===== src/rtl/multi_process_register_machine_pkg.sv =====
// Shared types for the multi-process register machine: opcodes, FSM states,
// the default instruction layout and the illegal-opcode return code.
package multi_process_register_machine_pkg;

  localparam int W_DEF  = 8;
  localparam int R_DEF  = 16;
  localparam int RB_DEF = $clog2(R_DEF);

  localparam logic [W_DEF-1:0] RC_ILLEGAL = '1;

  typedef enum logic [3:0] {
    OP_NOP  = 4'd0,
    OP_SET  = 4'd1,
    OP_MOV  = 4'd2,
    OP_ADD  = 4'd3,
    OP_SUB  = 4'd4,
    OP_GE   = 4'd5,
    OP_GT   = 4'd6,
    OP_LE   = 4'd7,
    OP_LT   = 4'd8,
    OP_NE   = 4'd9,
    OP_EQ   = 4'd10,
    OP_JNZ  = 4'd11,
    OP_JMP  = 4'd12,
    OP_HALT = 4'd13
  } opcode_e;

  typedef enum logic [1:0] {
    ST_IDLE = 2'd0,
    ST_RUN  = 2'd1,
    ST_DONE = 2'd2
  } state_e;

  // Instruction word {op, dst, a, b, imm} at the default register geometry.
  typedef struct packed {
    opcode_e            op;
    logic [RB_DEF-1:0]  dst;
    logic [RB_DEF-1:0]  a;
    logic [RB_DEF-1:0]  b;
    logic [W_DEF-1:0]   imm;
  } instr_t;

  // A single process still needs a one-bit select field.
  function automatic int clog2_min1(input int n);
    return (n > 1) ? $clog2(n) : 1;
  endfunction

endpackage


===== src/rtl/multi_process_register_machine_process_alu.sv =====
// Combinational datapath shared by all processes: register-writing ops only.
// SET arrives with its immediate already placed on operand b.
module process_alu
  import multi_process_register_machine_pkg::*;
#(
  parameter int W = 8
) (
  input  opcode_e      op,
  input  logic [W-1:0] a,
  input  logic [W-1:0] b,
  output logic [W-1:0] result,
  output logic         wr_en,
  output logic         cmp
);

  always_comb begin
    // NOTE: every output gets a default first, so no path leaves one unassigned and no latch is inferred.
    result = '0;
    wr_en  = 1'b0;
    cmp    = 1'b0;
    case (op)
      OP_SET: begin result = b;     wr_en = 1'b1; end
      OP_MOV: begin result = a;     wr_en = 1'b1; end
      OP_ADD: begin result = a + b; wr_en = 1'b1; end
      OP_SUB: begin result = a - b; wr_en = 1'b1; end
      OP_GE:  begin cmp = (a >= b); result = W'(cmp); wr_en = 1'b1; end
      OP_GT:  begin cmp = (a >  b); result = W'(cmp); wr_en = 1'b1; end
      OP_LE:  begin cmp = (a <= b); result = W'(cmp); wr_en = 1'b1; end
      OP_LT:  begin cmp = (a <  b); result = W'(cmp); wr_en = 1'b1; end
      OP_NE:  begin cmp = (a != b); result = W'(cmp); wr_en = 1'b1; end
      OP_EQ:  begin cmp = (a == b); result = W'(cmp); wr_en = 1'b1; end
      default: ;
    endcase
  end

endmodule


===== src/rtl/multi_process_register_machine.sv =====
// P independent register-machine processes time-sharing one datapath in
// strict round-robin, one instruction per clock, with program/debug access.
module multi_process_register_machine
  import multi_process_register_machine_pkg::*;
#(
  parameter int  W  = 8,
  parameter int  R  = 16,
  parameter int  P  = 2,
  parameter int  D  = 32,
  parameter int  SW = 16,
  localparam int RB = $clog2(R),
  localparam int PB = clog2_min1(P),
  localparam int DB = $clog2(D),
  localparam int IW = 4 + 3 * RB + W
) (
  input  logic          clock,
  input  logic          reset_n,
  input  logic          prog_we,
  input  logic [PB-1:0] prog_proc,
  input  logic [DB-1:0] prog_addr,
  input  logic [IW-1:0] prog_data,
  input  logic          start,
  input  logic [SW-1:0] max_steps,
  output logic          busy,
  output logic          done,
  output logic          timeout,
  output logic [SW-1:0] step_count,
  input  logic [PB-1:0] dbg_proc,
  input  logic [RB-1:0] dbg_reg,
  output logic [W-1:0]  dbg_data,
  output logic [DB:0]   dbg_pc,
  output logic          dbg_stop,
  output logic [W-1:0]  dbg_rc
);

  localparam logic [PB-1:0] LAST_PROC = PB'(P - 1);
  localparam logic [DB:0]   PC_END    = (DB + 1)'(D);

  state_e        state_q;
  logic          busy_q, done_q, timeout_q;

  logic [IW-1:0] imem [P][D];

  logic [W-1:0]  regs_q [P][R];
  logic [W-1:0]  regs_d [P][R];
  logic [DB:0]   pcs_q  [P];
  logic [DB:0]   pcs_d  [P];
  logic [W-1:0]  rc_q   [P];
  logic [W-1:0]  rc_d   [P];
  logic [P-1:0]  stop_q, stop_d;
  logic [PB-1:0] cur_q, cur_d;
  logic [SW-1:0] step_q, step_d;
  logic [SW-1:0] max_q, max_d;

  logic [W-1:0]  dbg_data_q, dbg_data_d;
  logic [DB:0]   dbg_pc_q, dbg_pc_d;
  logic          dbg_stop_q, dbg_stop_d;
  logic [W-1:0]  dbg_rc_q, dbg_rc_d;

  logic [IW-1:0] instr_word;
  opcode_e       ins_op;
  logic [RB-1:0] ins_dst, ins_a, ins_b;
  logic [W-1:0]  ins_imm;
  logic [W-1:0]  ra_val, rb_val, alu_b, alu_res;
  logic          alu_wr, alu_cmp;
  logic [DB:0]   pc_plus, pc_next;
  logic          init, round_end, limit_hit, all_stop;
  logic [PB-1:0] dbg_sel;

  // Instruction fetch and field decode for the process owning this cycle.
  assign instr_word = imem[cur_q][pcs_q[cur_q][DB-1:0]];
  assign ins_op     = opcode_e'(instr_word[IW-1 -: 4]);
  assign ins_dst    = instr_word[W+3*RB-1 -: RB];
  assign ins_a      = instr_word[W+2*RB-1 -: RB];
  assign ins_b      = instr_word[W+RB-1 -: RB];
  assign ins_imm    = instr_word[W-1:0];

  assign ra_val  = regs_q[cur_q][ins_a];
  assign rb_val  = regs_q[cur_q][ins_b];
  assign alu_b   = (ins_op == OP_SET) ? ins_imm : rb_val;
  assign pc_plus = pcs_q[cur_q] + (DB + 1)'(1);

  process_alu #(.W(W)) u_alu (
    .op     (ins_op),
    .a      (ra_val),
    .b      (alu_b),
    .result (alu_res),
    .wr_en  (alu_wr),
    .cmp    (alu_cmp)
  );

  assign init      = start && (state_q != ST_RUN);
  assign round_end = (state_q == ST_RUN) && (cur_q == LAST_PROC);

  always_comb begin
    regs_d  = regs_q;
    pcs_d   = pcs_q;
    rc_d    = rc_q;
    stop_d  = stop_q;
    cur_d   = cur_q;
    step_d  = step_q;
    max_d   = max_q;
    pc_next = pc_plus;
    if (init) begin
      for (int p = 0; p < P; p++) begin
        pcs_d[p] = '0;
        rc_d[p]  = '0;
        for (int r = 0; r < R; r++) regs_d[p][r] = '0;
      end
      stop_d = '0;
      cur_d  = '0;
      step_d = '0;
      max_d  = max_steps;
    end else if (state_q == ST_RUN) begin
      // A stopped process still consumes its slot so the schedule never shifts.
      if (!stop_q[cur_q]) begin
        if (alu_wr) regs_d[cur_q][ins_dst] = alu_res;
        case (ins_op)
          OP_NOP, OP_SET, OP_MOV, OP_ADD, OP_SUB,
          OP_GE, OP_GT, OP_LE, OP_LT, OP_NE, OP_EQ: ;
          OP_JNZ:  if (ra_val != '0) pc_next = {1'b0, ins_imm[DB-1:0]};
          OP_JMP:  pc_next = {1'b0, ins_imm[DB-1:0]};
          OP_HALT: begin rc_d[cur_q] = ins_imm; stop_d[cur_q] = 1'b1; end
          default: begin rc_d[cur_q] = '1;      stop_d[cur_q] = 1'b1; end
        endcase
        pcs_d[cur_q] = pc_next;
        if (pc_next == PC_END) stop_d[cur_q] = 1'b1;
      end
      cur_d = (cur_q == LAST_PROC) ? '0 : cur_q + PB'(1);
      if (round_end) step_d = step_q + SW'(1);
    end
  end

  assign all_stop  = &stop_d;
  assign limit_hit = round_end && ((max_q == '0) || (step_d == max_q));

  always_ff @(posedge clock or negedge reset_n) begin
    if (!reset_n) begin
      state_q   <= ST_IDLE;
      busy_q    <= 1'b0;
      done_q    <= 1'b0;
      timeout_q <= 1'b0;
    end else begin
      case (state_q)
        ST_IDLE, ST_DONE: begin
          if (start) begin
            state_q   <= ST_RUN;
            busy_q    <= 1'b1;
            done_q    <= 1'b0;
            timeout_q <= 1'b0;
          end
        end
        ST_RUN: begin
          if (all_stop || limit_hit) begin
            state_q   <= ST_DONE;
            busy_q    <= 1'b0;
            done_q    <= 1'b1;
            timeout_q <= !all_stop;
          end
        end
        default: begin
          state_q   <= ST_IDLE;
          busy_q    <= 1'b0;
          done_q    <= 1'b0;
          timeout_q <= 1'b0;
        end
      endcase
    end
  end

  // NOTE: the instruction store has no reset; its contents are only meaningful once loaded.
  always_ff @(posedge clock) begin
    if (prog_we && (state_q != ST_RUN) && (prog_proc <= LAST_PROC))
      imem[prog_proc][prog_addr] <= prog_data;
  end

  assign dbg_sel = (dbg_proc > LAST_PROC) ? '0 : dbg_proc;

  always_comb begin
    dbg_data_d = regs_q[dbg_sel][dbg_reg];
    dbg_pc_d   = pcs_q[dbg_sel];
    dbg_stop_d = stop_q[dbg_sel];
    dbg_rc_d   = rc_q[dbg_sel];
  end

  always_ff @(posedge clock or negedge reset_n) begin
    if (!reset_n) begin
      for (int p = 0; p < P; p++) begin
        pcs_q[p] <= '0;
        rc_q[p]  <= '0;
        for (int r = 0; r < R; r++) regs_q[p][r] <= '0;
      end
      stop_q     <= '0;
      cur_q      <= '0;
      step_q     <= '0;
      max_q      <= '0;
      dbg_data_q <= '0;
      dbg_pc_q   <= '0;
      dbg_stop_q <= 1'b0;
      dbg_rc_q   <= '0;
    end else begin
      regs_q     <= regs_d;
      pcs_q      <= pcs_d;
      rc_q       <= rc_d;
      stop_q     <= stop_d;
      cur_q      <= cur_d;
      step_q     <= step_d;
      max_q      <= max_d;
      dbg_data_q <= dbg_data_d;
      dbg_pc_q   <= dbg_pc_d;
      dbg_stop_q <= dbg_stop_d;
      dbg_rc_q   <= dbg_rc_d;
    end
  end

  assign busy       = busy_q;
  assign done       = done_q;
  assign timeout    = timeout_q;
  assign step_count = step_q;
  assign dbg_data   = dbg_data_q;
  assign dbg_pc     = dbg_pc_q;
  assign dbg_stop   = dbg_stop_q;
  assign dbg_rc     = dbg_rc_q;

endmodule


===== config.mk =====
export PLATFORM = sky130hd
export DESIGN_NAME = multi_process_register_machine
export DESIGN_NICKNAME = d
export VERILOG_FILES = /design/src/rtl/multi_process_register_machine_pkg.sv /design/src/rtl/multi_process_register_machine_process_alu.sv /design/src/rtl/multi_process_register_machine.sv
export SDC_FILE = /design/constraint.sdc
export NUM_CORES = 2
export LEC_CHECK = 0
export CAP_MARGIN = 20
export CORE_MARGIN = 5
export CORE_UTILIZATION = 40
export DETAILED_ROUTE_END_ITERATION = 8
export PLACE_DENSITY_LB_ADDON = 0.25
export SYNTH_ARGS = -nofsm -noshare
export SYNTH_HDL_FRONTEND = slang
export SYNTH_SLANG_ARGS = --single-unit

===== constraint.sdc =====
create_clock -name clock -period 9.8 [get_ports clock]
set_input_delay 2.45 -clock clock [delete_from_list [all_inputs] [get_ports clock]]
set_output_delay 2.45 -clock clock [all_outputs]
set_load 0.02 [all_outputs]

==> metrics.txt <==
hpwl dp around 140000 um; FFs w/ async S/R, synth between 10% and 20%; Critical Path RT 10450 ps; worst flop-to-flop path endpoint regs_q[104]$_DFFE_PN0P_; Area after DPL around 86000 um^2; final core utilization 45.7%; worst-margin pin slew ~1300 ps; synthesis-to-finish area growth 13.8%; Final Skew approximately 56 ps; Num CTS Buffers 189; xor/xnor cell area share of the yosys netlist less than 1%; nets between 4000 and 5000; pin count of the biggest net entering global routing between 200 and 250; final setup violation count 0; period utilisation layout about 86%; Reg area around 55000 um^2; Max Clock Freq roughly 120 MHz; post-synthesis adder-cell area fraction less than 1%; Final Hold Viols 0; CTS tree built; total grt overflow 0; antenna violations before repair 16; WL final about 230000 um; cell area after synthesis slightly above 80000 um^2; minimum clock period approximately 8400 ps; vias in the first global route ~45000; register area share after synthesis roughly 67%; post-synthesis mux area share 21.1%; ANT nets after route 0; # port buffers 96; hold_buf cts 0; max_cap viols 0; # DRC 0; fin area a little over 90000 um^2; FP Rows approximately 170; H-tree Lvls 4; Cells after Synth roughly 4700; fraction of layout cells with a size suffix above 1 around a quarter; die area ~210000 um^2; setup slack after layout roughly 1400 ps; number of flops mapped to enable cells by yosys between 1500 and 2000; synthesis warning total 0; Syn Nets ~4800; Netlist cell types 84; DIE HEIGHT 461 um; pwr dens ~320 nW/um^2; die width 461 um; DR WL/cell about 30 um; gpl congestion a little under 0.9; Initial Util about 40%; post-synthesis compound-gate area fraction 3.12%; GR Util All Layers 21.7%; RSZ-0062 raised after global routing no; Core ar. between 200000 and 250000 um^2; Vias/cell 5.94; crit path from cur_q$_DFFE_PN0P_; top_reg_cell synth edfxtp_1; Vias approximately 45000; TritonRoute pass-1 iters 5; setup slack, reg-to-reg approximately 1400 ps; postcts setup bufs 0; worst slack at placement 1580 ps; Clock Path Buffers 3; CP Class flip-flop to flip-flop; worst rel slew slack between 10% and 20%; VDD IR-drop max slightly above 0.5 mV; first-pass GRT wire length between 300000 and 400000 um; Setup TNS 0 ps; Critical path destination regs_q[104]$_DFFE_PN0P_; outcome complete, no violations; Hold Path Class flip-flop to flip-flop; Worst Reg-to-Reg Cells 26; Synth Area in Simple Gates under 10%; commonest non-fill, non-tap cell in the layout edfxtp_1; crit start category flip-flop; clk_lat worst skew around 840 ps; Pleak approximately 31 nW; root buf cell clkbuf_16; clock-pin transition on the worst setup and hold timing paths 60 ps; I/O pin count 97; syn_area_per_cell ~17 um^2; # clock sinks between 1500 and 2000; crit path capture type flip-flop; fillers 17300; Hold Worst Slack a little under 500 ps; Critical Path AT ~9100 ps; DRT iter0 DRCs approximately 5200; CTS-repair resized insts 0; Max FO, Critical Path 73; most frequent cells in the layout edfxtp_1, nand2_1, mux4_2; Synth Register Bits 1882; area occupied by multi-input gates approximately 25000 um^2; final max-slew violation count 0; main combinational cell family by area after synthesis multiplexers; Reg-to-Reg Start cur_q$_DFFE_PN0P_
through the flow:
stage,total power [mW],std cells
floorplan,17.7,4690
global placement,21.9,7258
detailed placement,22.0,7269
CTS,29.5,7621
global route,30.7,7640
finish,29.4,7643
registers in the layout (all words and copies together) (netlist names):
register and cells:
cur_q 1, imem 1536, state_q 2, stop_q 2, timeout 1, dbg_pc 6
dbg_data 8, rc_q 16, max_q 16, step_count 16, dbg_rc 8, dbg_stop 1
regs_q 256, pcs_q 12, busy 1
worst min-delay path by stage:
stage | startpoint | to | slack (ps) | cells past startpoint
final | rc_q[5]$_DFFE_PN0P_ | rc_q[5]$_DFFE_PN0P_ | 490 | 1
after global routing | rc_q[4]$_DFFE_PN0P_ | rc_q[4]$_DFFE_PN0P_ | 500 | 1
after CTS | rc_q[4]$_DFFE_PN0P_ | rc_q[4]$_DFFE_PN0P_ | 500 | 1
after detailed placement | rc_q[14]$_DFFE_PN0P_ | rc_q[14]$_DFFE_PN0P_ | 480 | 1
after global placement | rc_q[4]$_DFFE_PN0P_ | rc_q[4]$_DFFE_PN0P_ | 480 | 1
after floorplan | rc_q[0]$_DFFE_PN0P_ | rc_q[0]$_DFFE_PN0P_ | 460 | 1
layer usage:
| layer | routed length, um | track usage [%] | vias to the layer above |
|---|---|---|---|
| li1 | - | - | 18900 |
| met1 | 98800 | 31.6 | 24300 |
| met2 | 107000 | 33.7 | 1907 |
| met3 | 18600 | 4.11 | 325 |
| met4 | 6580 | 5.82 | 2 |
| met5 | 13 | 0 | - |
worst max-delay path, stage by stage (launching register included):
cell and delay, ps:
dfrtp_4 580, buf_12 410, buf_4 660, mux4_2 580, nand2_1 80, and3_1 180, a311oi_1 60, a31oi_1 810
a21oi_4 140, buf_12 240, mux4_2 380, mux2i_1 390, nand2_1 120, o21ai_0 210, o211ai_1 200, a21boi_0 190
ha_1 440, nor2_1 80, nor2_1 230, nor2b_1 80, a211oi_1 400, nor3_1 90, o21ai_0 200, a21boi_0 220
a2111oi_4 410, buf_4 390, mux2i_1 130
cells by family after synthesis:
group | Yosys count
buffers and inverters | 361
muxes | 1009
AOI/OAI and AO/OA | 338
xor gates and xnor gates | 33
adders and majority gates | 19
DFF | 1882
and+or+nand+nor | 1048
cells in the mapped netlist, types with 41 or more instances:
master	n	share of area [%]
edfxtp_1	1536	57
nand2_1	666	3.1
mux4_2	560	16
mux2i_1	403	5.0
dfrtp_1	346	11
clkbuf_1	151	0.70
nor2_1	129	0.60
buf_2	88	0.54
and3_1	69	0.53
nand3_1	69	0.42
a311oi_1	48	0.52
mux2_2	45	0.62
o21ai_0	42	0.26
buf_1	41	0.19
power breakdown:
| group | internal (mW) | switching, mW |
|---|---|---|
| clock network | 4.32 | 3.16 |
| registers | 9.04 | 0.402 |
| logic | 4.47 | 8.03 |
| total | 17.8 | 11.6 |
cell type report:
cell class	count	share of cell area, %
Multi-Input combinational cell	2447	27.5
Clock inverter	114	1.46
Tap cell	2672	3.61
Sequential cell	1882	59.2
Antenna cell	5	0.0135
Timing Repair Buffer	250	2.59
Clock buffer	238	5.49
Inverter	35	0.158
Note: power is estimated with default switching activity, not from simulation.
